**src/rtl/wb_pkg.sv**
```systemverilog
// Shared constants and grant payload for the writeback arbiter.
package wb_pkg;
  localparam int unsigned DATA_W  = 16;
  localparam int unsigned ADDR_W  = 5;
  localparam int unsigned NUM_SRC = 4;
  localparam int unsigned PTR_W   = 2;
  localparam int unsigned STALL_W = 16;

  localparam logic [PTR_W-1:0] SRC_ALU_A = 2'd0;
  localparam logic [PTR_W-1:0] SRC_ALU_B = 2'd1;
  localparam logic [PTR_W-1:0] SRC_LS_A  = 2'd2;
  localparam logic [PTR_W-1:0] SRC_LS_B  = 2'd3;

  typedef struct packed {
    logic             b_vld;
    logic [PTR_W-1:0] b_idx;
    logic             a_vld;
    logic [PTR_W-1:0] a_idx;
  } grant_t;
endpackage

```
**src/rtl/wb_arbiter_if.sv**
```systemverilog
// Producer/register-file bundle for wb_arbiter; slave is the arbiter side.
interface wb_arbiter_if #(
  parameter int unsigned DATA_W  = wb_pkg::DATA_W,
  parameter int unsigned ADDR_W  = wb_pkg::ADDR_W,
  parameter int unsigned NUM_SRC = wb_pkg::NUM_SRC
);
  logic [NUM_SRC-1:0]        srcValid_i;
  logic [NUM_SRC*ADDR_W-1:0] srcAddr_i;
  logic [NUM_SRC*DATA_W-1:0] srcData_i;
  logic [NUM_SRC-1:0]        srcReady_o;
  logic                      writeEnablePortA_o;
  logic                      writeEnablePortB_o;
  logic [ADDR_W-1:0]         writeAPortAddr_o;
  logic [ADDR_W-1:0]         writeBPortAddr_o;
  logic [DATA_W-1:0]         writeAPortData_o;
  logic [DATA_W-1:0]         writeBPortData_o;
  logic [ADDR_W-1:0]         fwdAddr_i;
  logic                      fwdHit_o;
  logic [DATA_W-1:0]         fwdData_o;
  logic [15:0]               stallCount_o;

  modport master (
    output srcValid_i, srcAddr_i, srcData_i, fwdAddr_i,
    input  srcReady_o, writeEnablePortA_o, writeEnablePortB_o,
           writeAPortAddr_o, writeBPortAddr_o, writeAPortData_o,
           writeBPortData_o, fwdHit_o, fwdData_o, stallCount_o
  );

  modport slave (
    input  srcValid_i, srcAddr_i, srcData_i, fwdAddr_i,
    output srcReady_o, writeEnablePortA_o, writeEnablePortB_o,
           writeAPortAddr_o, writeBPortAddr_o, writeAPortData_o,
           writeBPortData_o, fwdHit_o, fwdData_o, stallCount_o
  );
endinterface

```
**src/rtl/wb_rr_picker.sv**
```systemverilog
// Two-grant rotating scan: first valid source from i_ptr goes to port A,
// the next valid one to port B unless it targets the same address.
module wb_rr_picker #(
  parameter int unsigned ADDR_W  = wb_pkg::ADDR_W,
  parameter int unsigned NUM_SRC = wb_pkg::NUM_SRC
) (
  input  logic [NUM_SRC-1:0]        i_valid,
  input  logic [NUM_SRC*ADDR_W-1:0] i_addr,
  input  logic [wb_pkg::PTR_W-1:0]  i_ptr,
  output wb_pkg::grant_t            o_grant
);
  import wb_pkg::*;

  logic [ADDR_W-1:0] w_addr [NUM_SRC];
  logic [PTR_W-1:0]  w_idx;
  logic              w_seen_b;

  for (genvar k = 0; k < NUM_SRC; k++) begin : g_unpack
    assign w_addr[k] = i_addr[k*ADDR_W +: ADDR_W];
  end

  // Only the second valid candidate may take port B; a same-address
  // candidate is deferred so its write lands after port A's.
  always_comb begin
    o_grant  = '0;
    w_idx    = '0;
    w_seen_b = 1'b0;
    for (int unsigned i = 0; i < NUM_SRC; i++) begin
      w_idx = i_ptr + PTR_W'(i);
      if (i_valid[w_idx]) begin
        if (!o_grant.a_vld) begin
          o_grant.a_vld = 1'b1;
          o_grant.a_idx = w_idx;
        end else if (!w_seen_b) begin
          w_seen_b = 1'b1;
          if (w_addr[w_idx] != w_addr[o_grant.a_idx]) begin
            o_grant.b_vld = 1'b1;
            o_grant.b_idx = w_idx;
          end
        end
      end
    end
  end
endmodule

```
**src/rtl/wb_arbiter.sv**
```systemverilog
// Dual-port register-file writeback arbiter with round-robin fairness.
// Optional forwarding lookup enabled by WB_ARBITER_BYPASS_EN.
module wb_arbiter #(
  parameter int unsigned DATA_W  = wb_pkg::DATA_W,
  parameter int unsigned ADDR_W  = wb_pkg::ADDR_W,
  parameter int unsigned NUM_SRC = wb_pkg::NUM_SRC
) (
  input logic         clock_i,
  input logic         reset_i,
  wb_arbiter_if.slave bus
);
  import wb_pkg::*;

  grant_t             w_grant;
  logic [NUM_SRC-1:0] w_ready;
  logic               w_stall;
  logic [PTR_W-1:0]   w_next_ptr;
  logic [ADDR_W-1:0]  w_addr [NUM_SRC];
  logic [DATA_W-1:0]  w_data [NUM_SRC];

  logic [PTR_W-1:0]   r_ptr;
  logic [STALL_W-1:0] r_stall_cnt;
  logic               r_we_a, r_we_b;
  logic [ADDR_W-1:0]  r_addr_a, r_addr_b;
  logic [DATA_W-1:0]  r_data_a, r_data_b;

  for (genvar k = 0; k < NUM_SRC; k++) begin : g_unpack
    assign w_addr[k] = bus.srcAddr_i[k*ADDR_W +: ADDR_W];
    assign w_data[k] = bus.srcData_i[k*DATA_W +: DATA_W];
  end

  wb_rr_picker #(.ADDR_W(ADDR_W), .NUM_SRC(NUM_SRC)) u_picker (
    .i_valid (bus.srcValid_i),
    .i_addr  (bus.srcAddr_i),
    .i_ptr   (r_ptr),
    .o_grant (w_grant)
  );

  always_comb begin
    w_ready = '0;
    if (reset_i) begin
      if (w_grant.a_vld) w_ready[w_grant.a_idx] = 1'b1;
      if (w_grant.b_vld) w_ready[w_grant.b_idx] = 1'b1;
    end
  end

  assign w_stall    = |(bus.srcValid_i & ~w_ready);
  assign w_next_ptr = (w_grant.b_vld ? w_grant.b_idx : w_grant.a_idx) + PTR_W'(1);

  always_ff @(posedge clock_i) begin
    if (!reset_i) begin
      r_ptr       <= '0;
      r_stall_cnt <= '0;
      r_we_a      <= 1'b0;
      r_we_b      <= 1'b0;
      r_addr_a    <= '0;
      r_addr_b    <= '0;
      r_data_a    <= '0;
      r_data_b    <= '0;
    end else begin
      r_we_a   <= w_grant.a_vld;
      r_addr_a <= w_grant.a_vld ? w_addr[w_grant.a_idx] : '0;
      r_data_a <= w_grant.a_vld ? w_data[w_grant.a_idx] : '0;
      r_we_b   <= w_grant.b_vld;
      r_addr_b <= w_grant.b_vld ? w_addr[w_grant.b_idx] : '0;
      r_data_b <= w_grant.b_vld ? w_data[w_grant.b_idx] : '0;
      if (w_grant.a_vld) r_ptr <= w_next_ptr;
      if (w_stall && (r_stall_cnt != '1)) r_stall_cnt <= r_stall_cnt + STALL_W'(1);
    end
  end

  assign bus.srcReady_o         = w_ready;
  assign bus.writeEnablePortA_o = r_we_a;
  assign bus.writeEnablePortB_o = r_we_b;
  assign bus.writeAPortAddr_o   = r_addr_a;
  assign bus.writeBPortAddr_o   = r_addr_b;
  assign bus.writeAPortData_o   = r_data_a;
  assign bus.writeBPortData_o   = r_data_b;
  assign bus.stallCount_o       = r_stall_cnt;

`ifdef WB_ARBITER_BYPASS_EN
  logic              w_fwd_hit;
  logic [DATA_W-1:0] w_fwd_data;

  // Same-address pairs never issue together, so at most one port matches.
  always_comb begin
    w_fwd_hit  = 1'b0;
    w_fwd_data = '0;
    if (r_we_a && (r_addr_a == bus.fwdAddr_i)) begin
      w_fwd_hit  = 1'b1;
      w_fwd_data = r_data_a;
    end else if (r_we_b && (r_addr_b == bus.fwdAddr_i)) begin
      w_fwd_hit  = 1'b1;
      w_fwd_data = r_data_b;
    end
  end

  assign bus.fwdHit_o  = w_fwd_hit;
  assign bus.fwdData_o = w_fwd_data;
`else
  logic w_unused_fwd_addr;
  assign w_unused_fwd_addr = ^bus.fwdAddr_i;
  assign bus.fwdHit_o      = 1'b0;
  assign bus.fwdData_o     = '0;
`endif
endmodule

```
**src/flat_wrapper.sv**
```systemverilog
// flat-port wrapper written by rule: the top's interface ports become plain ports
module wb_arbiter_flat import wb_pkg::*;
#(
  parameter int unsigned DATA_W  = wb_pkg::DATA_W,
  parameter int unsigned ADDR_W  = wb_pkg::ADDR_W,
  parameter int unsigned NUM_SRC = wb_pkg::NUM_SRC
)
  (clock_i, reset_i, bus_srcValid_i, bus_srcAddr_i, bus_srcData_i, bus_fwdAddr_i, bus_srcReady_o, bus_writeEnablePortA_o, bus_writeEnablePortB_o, bus_writeAPortAddr_o, bus_writeBPortAddr_o, bus_writeAPortData_o, bus_writeBPortData_o, bus_fwdHit_o, bus_fwdData_o, bus_stallCount_o);
  wb_arbiter_if #(.DATA_W(DATA_W), .ADDR_W(ADDR_W), .NUM_SRC(NUM_SRC)) bus_i ();
  input logic clock_i;
  input logic reset_i;
  input wire logic [$bits(bus_i.srcValid_i)-1:0] bus_srcValid_i;
  input wire logic [$bits(bus_i.srcAddr_i)-1:0] bus_srcAddr_i;
  input wire logic [$bits(bus_i.srcData_i)-1:0] bus_srcData_i;
  input wire logic [$bits(bus_i.fwdAddr_i)-1:0] bus_fwdAddr_i;
  output wire logic [$bits(bus_i.srcReady_o)-1:0] bus_srcReady_o;
  output wire logic [$bits(bus_i.writeEnablePortA_o)-1:0] bus_writeEnablePortA_o;
  output wire logic [$bits(bus_i.writeEnablePortB_o)-1:0] bus_writeEnablePortB_o;
  output wire logic [$bits(bus_i.writeAPortAddr_o)-1:0] bus_writeAPortAddr_o;
  output wire logic [$bits(bus_i.writeBPortAddr_o)-1:0] bus_writeBPortAddr_o;
  output wire logic [$bits(bus_i.writeAPortData_o)-1:0] bus_writeAPortData_o;
  output wire logic [$bits(bus_i.writeBPortData_o)-1:0] bus_writeBPortData_o;
  output wire logic [$bits(bus_i.fwdHit_o)-1:0] bus_fwdHit_o;
  output wire logic [$bits(bus_i.fwdData_o)-1:0] bus_fwdData_o;
  output wire logic [$bits(bus_i.stallCount_o)-1:0] bus_stallCount_o;
  assign bus_i.srcValid_i = bus_srcValid_i;
  assign bus_i.srcAddr_i = bus_srcAddr_i;
  assign bus_i.srcData_i = bus_srcData_i;
  assign bus_i.fwdAddr_i = bus_fwdAddr_i;
  assign bus_srcReady_o = bus_i.srcReady_o;
  assign bus_writeEnablePortA_o = bus_i.writeEnablePortA_o;
  assign bus_writeEnablePortB_o = bus_i.writeEnablePortB_o;
  assign bus_writeAPortAddr_o = bus_i.writeAPortAddr_o;
  assign bus_writeBPortAddr_o = bus_i.writeBPortAddr_o;
  assign bus_writeAPortData_o = bus_i.writeAPortData_o;
  assign bus_writeBPortData_o = bus_i.writeBPortData_o;
  assign bus_fwdHit_o = bus_i.fwdHit_o;
  assign bus_fwdData_o = bus_i.fwdData_o;
  assign bus_stallCount_o = bus_i.stallCount_o;
  wb_arbiter #(.DATA_W(DATA_W), .ADDR_W(ADDR_W), .NUM_SRC(NUM_SRC)) u_core (.clock_i(clock_i), .reset_i(reset_i), .bus(bus_i));
endmodule
```
**config.mk**
```make
export PLATFORM = sky130hd
export DESIGN_NAME = wb_arbiter_flat
export DESIGN_NICKNAME = d
export VERILOG_FILES = /design/src/rtl/wb_pkg.sv /design/src/rtl/wb_arbiter_if.sv /design/src/rtl/wb_rr_picker.sv /design/src/rtl/wb_arbiter.sv /design/src/flat_wrapper.sv
export SDC_FILE = /design/constraint.sdc
export NUM_CORES = 1
export LEC_CHECK = 0
export CORE_ASPECT_RATIO = 1.5
export CORE_MARGIN = 3
export CORE_UTILIZATION = 40
export CTS_CLUSTER_SIZE = 25
export DETAILED_ROUTE_END_ITERATION = 10
export GPL_TIMING_DRIVEN = 0
export PLACE_DENSITY = 0.71
export SLEW_MARGIN = 30
export SYNTH_ARGS = -nofsm -noshare
export SYNTH_HDL_FRONTEND = slang
export SYNTH_SLANG_ARGS = --single-unit
```
**constraint.sdc**
```tcl
create_clock -name clock_i -period 7.34 [get_ports clock_i]
set_input_delay 1.835 -clock clock_i [delete_from_list [all_inputs] [get_ports clock_i]]
set_output_delay 1.835 -clock clock_i [all_outputs]
set_load 0.02 [all_outputs]
```
# Word level (Yosys, flattened, before mapping)
# Cells that the tools add are included.
[op_classes] n_lt_le_gt_ge=16 n_addsub=5 muxes=66 bitwise=11 reduce_logical=6 eq_ne=4
[op_table] operator="$bmux 5 s2" count=8
[op_table] operator="$mux 5" count=16
[op_table] operator="$bmux 16 s2" count=2
[op_table] operator="$mux 16" count=4
[op_table] operator="$mux 3" count=9
[op_table] operator="$ge 3x3->1 const B" count=8
[op_table] operator="$not 2->3" count=8
[op_table] operator="$lt 2x3->1 const B" count=6
[op_table] operator="$mux 6" count=3
[op_table] operator="$add 16x1->16 const B" count=1
[op_table] operator="$mux 4" count=4
[op_table] operator="$ne 16x16->1 const B" count=1
[op_table] operator="$ne 5x5->1" count=3
[op_table] operator="$mux 1" count=10
[op_table] operator="$bmux 1 s2" count=4
[op_table] operator="$mux 2" count=4
[op_table] operator="$add 2x1->2 const B" count=2
[op_table] operator="$add 2x2->2 const B" count=2
[op_table] operator="$and 4x4->4" count=1
[op_table] operator="$demux 1 s2" count=2
[op_table] operator="$ge 2x1->1 const B" count=2
[op_table] operator="$not 4->4" count=1
[op_table] operator="$or 4x4->4" count=1
[op_table] operator="$reduce_and 2->1" count=2
[op_table] operator="other kinds (2)" count=4
[word_totals] out_inout_bits=81 wordCells=116 ff_bits=62

# Logic depth before layout (Yosys ltp)
[depth] word_depth=42 depth_mapped=23 mapped_depth_nobuf=16

# By module
# Synthesis repeated with hierarchy kept, for this count alone.
[hier_totals] cells_unflattened=547 area_unflattened_um2=5238.8
[modules_own_cells] mod="wb_arbiter" instances=1 cells_each=295 area_per_inst_um2=3340.7 seq_area_each_um2=1241.2
[modules_own_cells] mod="wb_rr_picker" instances=1 cells_each=252 area_per_inst_um2=1898.1 seq_area_each_um2=0.0

# Least setup slack after synthesis
# OpenSTA, ideal clock, no wires.
[synth_timing] kind="input-to-output" from="input port bus_srcValid_i[3]" to="output port bus_srcReady_o[3]" arrival_ns=5.166 path_buffers=1 path_stages=15 t_required_ns=5.505 slack_ns=0.339 path_cell_list="clkbuf_1 > mux2_2 > nand2_1 > o21ai_0 > ha_1 > inv_1 > mux2i_2 > or3_1 > nand2_1 > mux2_2 > xnor2_1 > o41ai_4 > nor2_1 > o311ai_4 > inv_1"
[synth_between] elab_chain_cells=26
[synth_rtl] element="from (decl)" line="flat_wrapper.sv:12" text="input wire logic [$bits(bus_i.srcValid_i)-1:0] bus_srcValid_i;"
[synth_rtl] element="$bmux 1 s2" line="wb_rr_picker.sv:30" text="if (i_valid[w_idx]) begin"
[synth_rtl] element="$mux 1 (not written as such)" line="wb_rr_picker.sv:30"
[synth_rtl] element="$mux 3" line="wb_rr_picker.sv:30"
[synth_rtl] element="$not 2->3 (not written as such)" line="wb_rr_picker.sv:36" text="if (w_addr[w_idx] != w_addr[o_grant.a_idx]) begin"
[synth_rtl] element="$bmux 5 s2" line="wb_rr_picker.sv:36"
[synth_rtl] element="$mux 5 (not written as such) (2 in a row)" line="wb_rr_picker.sv:36"
[synth_rtl] element="$ne 5x5->1" line="wb_rr_picker.sv:36"
[synth_rtl] element="$mux 3" line="wb_rr_picker.sv:36"
[synth_rtl] element="[9 not listed]"
[synth_rtl] element="$mux 6 (*)" line="wb_rr_picker.sv:30"
[synth_rtl] element="$lt 2x3->1 (not written as such) or $ge 2x1->1 (tied branches)" line="wb_arbiter.sv:43" text="if (w_grant.b_vld) w_ready[w_grant.b_idx] = 1'b1;"
[synth_rtl] element="$logic_and 1x1->1 (not written as such)" line="wb_arbiter.sv:43"
[synth_rtl] element="$mux 1 (not written as such)" line="wb_arbiter.sv:43"
[synth_rtl] element="$demux 1 s2"
[synth_rtl] element="$or 4x4->4 (no line)"
[synth_rtl] element="$mux 4 (*)" line="wb_arbiter.sv:43"
[synth_rtl] element="$mux 4 (*)" line="wb_arbiter.sv:41" text="if (reset_i) begin"
[synth_rtl] element="to (decl)" line="flat_wrapper.sv:16" text="output wire logic [$bits(bus_i.srcReady_o)-1:0] bus_srcReady_o;"
# Mark *: on every way between the ends. The rest lies on a longest branch, timed or not. The select of a mux whose other input is x is not followed.

# Final worst setup path
[layout_timing] from="input port bus_srcValid_i[2]" to="output port bus_srcReady_o[1]"
# The elaborated chain is that of the path after synthesis.

==> impl_results.md <==
* Tmin final at 7.18 ns
* RSZ-0062 raised after global routing: true
* Worst Skew at 0.00796 ns
* Power share of the clock group at 13.5%
* Crit. End Element: output pin
* Post-synth top area cell: dfxtp_1
* Placer Congestion at 0.978
* Comb pwr share at 70.9%
* Leak at 2.83 nW
* Top_reg_cell synth: dfxtp_1
* Hold buffer count at CTS at 0
* Filler Cells Inserted at 1192
* Worst reg2reg path startpoint: u_core.r_ptr[0]
* CORE AREA at 13000 um2
* EDFF count, synth at 0
* Crit-path leading delay family: compound AO/OA/AOI/OAI gates
* Ys async rst share at 0%
* Clock sink count at 62
* Slew HR at 41.6%
* WS Path Type: input pin to output pin
* # setup viols final at 0
* Worst-path fanout max at 10
* Floorplan row count at 51
* Port Buffers at 152
* Vias per cell at 5.94
* Register area share after synthesis at 23.4%
* Vias in the first global route at 5641
* Die X-Extent at 100 um
* Clk root buf: clkbuf_16
* Int Pwr at 1.75 mW
* Fin cells at 935
* Ys Warns at 0
* Post-route ant nets at 0
* Gate Count Post-Synth at 583
* HP Class: flip-flop to flip-flop
* Area Overhead vs Synth at 42.6%
* Final period utilization at 97.9%
* Max IR drop VDD at 0.212 mV
* Critical path launch point type: input pin
* Initial core utilization at 40.8%
* Initial antenna violation count at 0
* Ranking of synthesized cells by area: dfxtp_1, mux4_2, mux2i_1, mux2_2, a211oi_1
* Worst setup margin at 0.155 ns
* WL final at 18.0 mm
* Place WS at -1.47 ns
* Synth cell count leaders: dfxtp_1, nor2_1, mux4_2
* Max Clk Rate at 0.139 GHz
* CP Data Required Time at 5.51 ns
* Max-Cap Viols at 0
* Critical Path AT at 5.35 ns
* Later-pin clock latency in the skew report at 0.33 ns
* Net switching power at 1.37 mW
* Clk slew on worst S/H paths at 0.05 ns
* Synth top area share at 23.4%
* Nets at 868
* Die height at 147 um
* Crit path buffers/inverters at 3
* Drt wl/cell at 19.2 um
* Detail Placement HPWL at 13.9 mm
* First-pass DRT Iterations at 5
* WP depth at 17
* FF-to-FF setup slack at 1.33 ns
* Syn Std Cell Area at 5320 um2
* Number of synthesized register bits at 62
* Vias at 5552
* Layout cells sized above 1 at 19.6%
* Status: finished clean
* Num CTS Buffers at 9
* Worst setup path end: bus_srcReady_o[1]
* CP max-delay cell: o41ai_4
* Setup crit start: bus_srcValid_i[2]
* TritonCTS clock tree: done
* I/O Pins at 176
* Residual DRC at 0
* H-tree Lvls at 3
* Slowest Stage Delay on Critical Path at 0.49 ns
* Mean Syn Cell Area at 9.12 um2
* All-Layer GR Usage at 23.7%
* Grt total ovfl at 0
* Reg power frac at 15.6%
* Worst reg2reg path depth at 24
* Final Hold Fails at 0
* First-pass GRT wire length at 28.4 mm
* Post-synth cell types at 73
* Top-count cell post-synth: dfxtp_1
* Cell Chain, Critical Path: dlygate4sd2_1, clkbuf_8, mux2_2, nand2_4, o21ai_1, ha_2, mux2i_4, or3_4, nand2_4, mux2_4, xnor2_4, o41ai_4, nor2_4, o21ai_1, a21o_1, nand2_1, buf_2
* Placed cell count at 910
* Fin util at 58.2%
* Largest net degree at the start of global routing at 11
* Sw Share at 43.8%
* Max-slew violations at 0
* Die footprint at 14700 um2
* Maximum buffer depth of the clock tree at 2
* Worst r2r dst: u_core.r_ptr[1]
* P per Cell Area at 412 nW/um2
* Antenna diode count at 0
* Iter 0 DRT Violations at 370
* Worst-margin pin slew at 0.877 ns
power by group through the flow:
stage	Combinational (mW)	Sequential (mW)	Clock [mW]
6_report	2.21	0.487	0.421
3_5_place_dp	2.11	0.493	0
5_1_grt	2.37	0.498	0.442
2_1_floorplan	1.35	0.621	0
4_1_cts	2.18	0.487	0.427
3_3_place_gp	2.07	0.490	0
metrics by stage:
step	instance area, um2	TNS, ns	total power [mW]	hold WS (ns)
after floorplan	5380	0	1.97	0.557
after global placement	7100	-5.07	2.56	0.472
after detailed placement	7100	-7.43	2.60	0.499
after CTS	7540	0	3.10	0.507
after global routing	7580	-0.00477	3.31	0.529
final	7580	0	3.12	0.509
logic make-up after synthesis:
kind of cell / Yosys count / synth area share [%]
xor+xnor: 12 / 1.98
simple gates: 180 / 18.3
flops: 62 / 23.4
fa+ha+maj: 2 / 0.471
other cells: 1 / 0.0706
compound gates: 148 / 20.2
mux: 98 / 28.1
buf+inv: 80 / 7.56
per-layer routing:
metal | global-route usage, % | vias up | part of all wire [%]
met4 | 11.1 | 0 | 3.5
met1 | 26.2 | 2661 | 36
met3 | 3.09 | 50 | 6.9
met5 | 0 | - | 0
li1 | - | 2581 | -
met2 | 43.9 | 260 | 54
what timing repair did:
item | CTS | global route
resized for setup | 46 | 10
cloned | 0 | 0
pin swaps | 7 | 5
setup endpoints to repair | 4 | 4
setup buffers | 8 | 2
worst register-to-register path: cells and delay by family (launching register included):
kind            cells  cell delay [ns]
mux                 2             0.57
xor+xnor            1             0.16
buf+inv            10             2.48
compound gates      7             1.58
simple gates        3             0.41
flops               1             0.44
fa+ha+maj           1             0.26
layout make-up:
cell class | count | area (um2) | share of cell area (%)
Timing Repair Buffer | 162 | 1580 | 20.8
Clock inverter | 4 | 45.0 | 0.594
Multi-Input combinational cell | 457 | 3820 | 50.4
Buffer | 65 | 387 | 5.10
Tap cell | 159 | 199 | 2.63
Clock buffer | 12 | 256 | 3.38
Inverter | 14 | 55.1 | 0.726
Sequential cell | 62 | 1240 | 16.4
how the worst min path moves through the flow:
| stage | startpoint | endpoint | slack (ns) | depth (start not counted) |
|---|---|---|---|---|
| 2_1_floorplan | u_core.bus.stallCount_o[15] | u_core.bus.stallCount_o[15] | 0.56 | 2 |
| 3_3_place_gp | u_core.bus.stallCount_o[5] | u_core.bus.stallCount_o[5] | 0.47 | 2 |
| 3_5_place_dp | u_core.bus.stallCount_o[15] | u_core.bus.stallCount_o[15] | 0.50 | 2 |
| 4_1_cts | u_core.bus.stallCount_o[7] | u_core.bus.stallCount_o[7] | 0.51 | 2 |
| 5_1_grt | u_core.bus.stallCount_o[15] | u_core.bus.stallCount_o[15] | 0.53 | 2 |
| 6_report | u_core.bus.stallCount_o[5] | u_core.bus.stallCount_o[5] | 0.51 | 2 |
placed cells by master (no fill, tap or decap), types with 4 or more instances in the layout:
cell             Yosys  routed
a211oi_1            22      22
a21boi_0             5       5
a21oi_1             27      27
and2_1              24      24
and3_1              10      10
buf_1                4       4
buf_2                9      11
buf_4               22      31
clkbuf_1            30      26
clkbuf_16            0       9
clkbuf_8             0       5
clkdlybuf4s50_1      0     145
conb_1               1      17
dfxtp_1             62      62
inv_1               12      11
mux2_2              25      24
mux2i_1             34      33
mux4_2              38      38
nand2_1             33      31
nand2b_1             4       4
nand3_1             14      14
nor2_1              39      38
nor2b_1              7       7
nor3_1               8       8
nor4_1               5       5
o2111ai_1            4       4
o211ai_1             6       6
o21a_1               6       6
o21ai_0             23      21
o21ai_1              3       5
o31ai_1             15      15
or4_1               11      11
xnor2_1              6       5
xor2_1               6       5
flip-flops by register name, indices dropped and copies added (netlist names):
signal / count
u_core.bus.stallCount_o: 16
u_core.bus.writeAPortAddr_o: 5
u_core.bus.writeAPortData_o: 16
u_core.bus.writeBPortAddr_o: 5
u_core.bus.writeBPortData_o: 16
u_core.bus.writeEnablePortA_o: 1
u_core.bus.writeEnablePortB_o: 1
u_core.r_ptr: 2
Note: power is estimated with default switching activity, not from simulation.
==> edit, RTL diff (same settings) <==
Make the reset (`reset_i`) asynchronous in one clocked block.
--- a/src/rtl/wb_arbiter.sv
+++ b/src/rtl/wb_arbiter.sv
@@ -48,5 +48,5 @@
   assign w_next_ptr = (w_grant.b_vld ? w_grant.b_idx : w_grant.a_idx) + PTR_W'(1);
 
-  always_ff @(posedge clock_i) begin
+  always_ff @(posedge clock_i or negedge reset_i) begin
     if (!reset_i) begin
       r_ptr       <= '0;
Formal check against the unedited RTL: differs if reset_i is asserted again (counterexample within 4 cycles, from zero or initial values and one cycle with reset_i low); with reset_i held inactive, the same outputs for 4 cycles.
==> edit against the original RTL <==
- critical path depth unchanged
- cell count unchanged
- register-to-register slack better by 70 ps
- worst setup slack worse by 40 ps
- count of clock-buffer cells in the layout up 1
- cell area up 4.8%
- first-iteration DRC count down 8.1%
- fmax down 0.55%
- routed wire length up 5.7%
- area after synthesis up 3.6%
- sequential cell count unchanged
- power up 26%
- critical path type unchanged
==> edit: results (changes against the original RTL) <==
First-pass GRT wire length: 29600 um (+4.1%)
Post-route minimum period: 7220 ps (+39.5 ps)
Vias: 5615 (+1.1%)
Detailed Routing Iterations Pass 1: 7 (+2)
Synth cell count leaders: dfrtp_1 (62), a211oi_1 (44), and2_1 (44), nand2_1 (41), mux2i_1 (35)
Pleak: 3.17 nW (+12%)
Clock Skews: 4.81 ps (-3.15 ps)
DR WL/cell: 20.3 um (+5.7%)
Crit Reg-Reg Startpoint: u_core.r_ptr[0]$_DFFE_PN0N_
Pin count of the biggest net entering global routing: 49 (+38)
Critical path capture point: bus_srcReady_o[2]
Outcome: complete, no violations
Post-synthesis sequential area ratio: 0.282 (+0.0481)
Gr usage total: 0.247 (+0.00999)
R2R Path End: u_core.bus.stallCount_o[12]$_DFFE_PN0P_
Post-DP HPWL: 14600 um (+5.0%)
Setup WS pre-CTS: -2100 ps (-632 ps)
Fillers: 1108 (-7.0%)
CP Data Arrival Time: 5390 ps (+40 ps)
Critical path startpoint: bus_srcValid_i[3]
CTS Buf Count: 9 (unchanged)
Synthesized instance count: 571 (-2.1%)
Synth warn: 0 (unchanged)
Max-slew headroom: 0.455 (+0.0394)
Fraction of registers with async set/reset: 1.00 (+1.00)
Total wire length: 19000 um (+5.7%)
Placed Instance Area: 7320 um^2 (+3.2%)
VDD IR-drop max: 0.239 mV (+13%)
XOR/XNOR Fraction of Synth Area: 0.0318 (+0.0120)
Cell variety after synth: 72 (-1.4%)
Flop-to-flop setup slack: 1400 ps (+70 ps)
Adder-cell area share of the yosys netlist: 0.00454 (-0.000166)
Vias in the first global route: 5710 (+1.2%)
Initial DRC count: 340 (-8.1%)
Synth Area in Compound Gates: 0.190 (-0.0121)
Multiplexer share of the synthesized area: 0.220 (-0.0610)
Gpl congestion: 0.937 (-4.2%)
Hold_sp: u_core.bus.stallCount_o[10]$_DFFE_PN0P_
Share of layout cells above drive strength 1: 0.204 (+0.00773)
Placed cells: 899 (-1.2%)
Area contributors post-synth: dfrtp_1 (28%), mux4_2 (12%), mux2i_1 (6.4%)
[edit: layer usage]
layer,wire [um],share of wire,track usage
met5,0,0,0
met4,876,0.046,0.125
met3,1040,0.055,0.0308
met2,10300,0.54,0.453
met1,6820,0.36,0.275
[edit: worst min-delay path by stage]
stage / endpoint / slack (ps) / depth (start not counted)
2_1_floorplan: u_core.bus.stallCount_o[7]$_DFFE_PN0P_ / 590 / 1
3_3_place_gp: u_core.bus.stallCount_o[7]$_DFFE_PN0P_ / 480 / 1
3_5_place_dp: u_core.bus.stallCount_o[10]$_DFFE_PN0P_ / 500 / 1
4_1_cts: u_core.bus.stallCount_o[10]$_DFFE_PN0P_ / 500 / 1
5_1_grt: u_core.bus.stallCount_o[9]$_DFFE_PN0P_ / 520 / 1
6_report: u_core.bus.stallCount_o[10]$_DFFE_PN0P_ / 500 / 1
[edit: stage by stage]
stage          setup TNS [ps]  total power, mW  hold slack [ps]  utilization
2_1_floorplan           -30.6             2.36              592            -
3_3_place_gp            -6870             3.13              482        0.553
3_5_place_dp            -8070             3.19              496        0.554
4_1_cts                     0             3.80              502        0.591
5_1_grt                 -10.8             4.18              522        0.601
6_report                    0             3.93              500        0.601
[edit: cells by family (layout without fill, tap and decap cells)]
group | count (synthesis) | in the layout
AO/OA/AOI/OAI | 142 | 142
XOR/XNOR | 20 | 20
adder cells (fa/ha/maj) | 2 | 2
buffers and inverters | 74 | 263
flip-flops | 62 | 62
multiplexers | 80 | 80
other | 1 | 17
AND/OR/NAND/NOR | 190 | 190
[edit: final cells by class]
class                   count  area, um^2  area share
plain buffers              59         394      0.0496
clock buffers              13         260      0.0328
clock inverters             3        42.5     0.00536
inverters                  11        46.3     0.00583
multi-input cells         451        3730       0.470
flip-flops and latches     62        1550       0.195
well taps                 159         199      0.0250
repair buffers            177        1720       0.216
[edit: power by group]
part | internal, mW | switching (mW)
Combinational | 1.37 | 1.57
Clock | 0.281 | 0.144
Sequential | 0.497 | 0.0644
Total | 2.15 | 1.78
[edit: critical path, cell delays in order]
cell and delay, ps:
dlygate4sd2_1 280, clkbuf_8 180, mux2_4 300, nand2_4 110
o21ai_1 70, ha_2 250, clkinv_4 100, mux4_2 530
xnor2_2 170, o41ai_4 440, buf_4 190, o32a_1 120
o2111a_2 300, buf_4 160, nand2b_1 140, a21oi_2 70
buf_6 140
[edit: what timing repair did]
item | 4_1_cts | 5_1_grt
endpoints found under the setup margin | 4 | 4
setup buffers | 13 | 11
pin swaps | 4 | 8
cloned | 0 | 0
gates resized for setup | 50 | 22
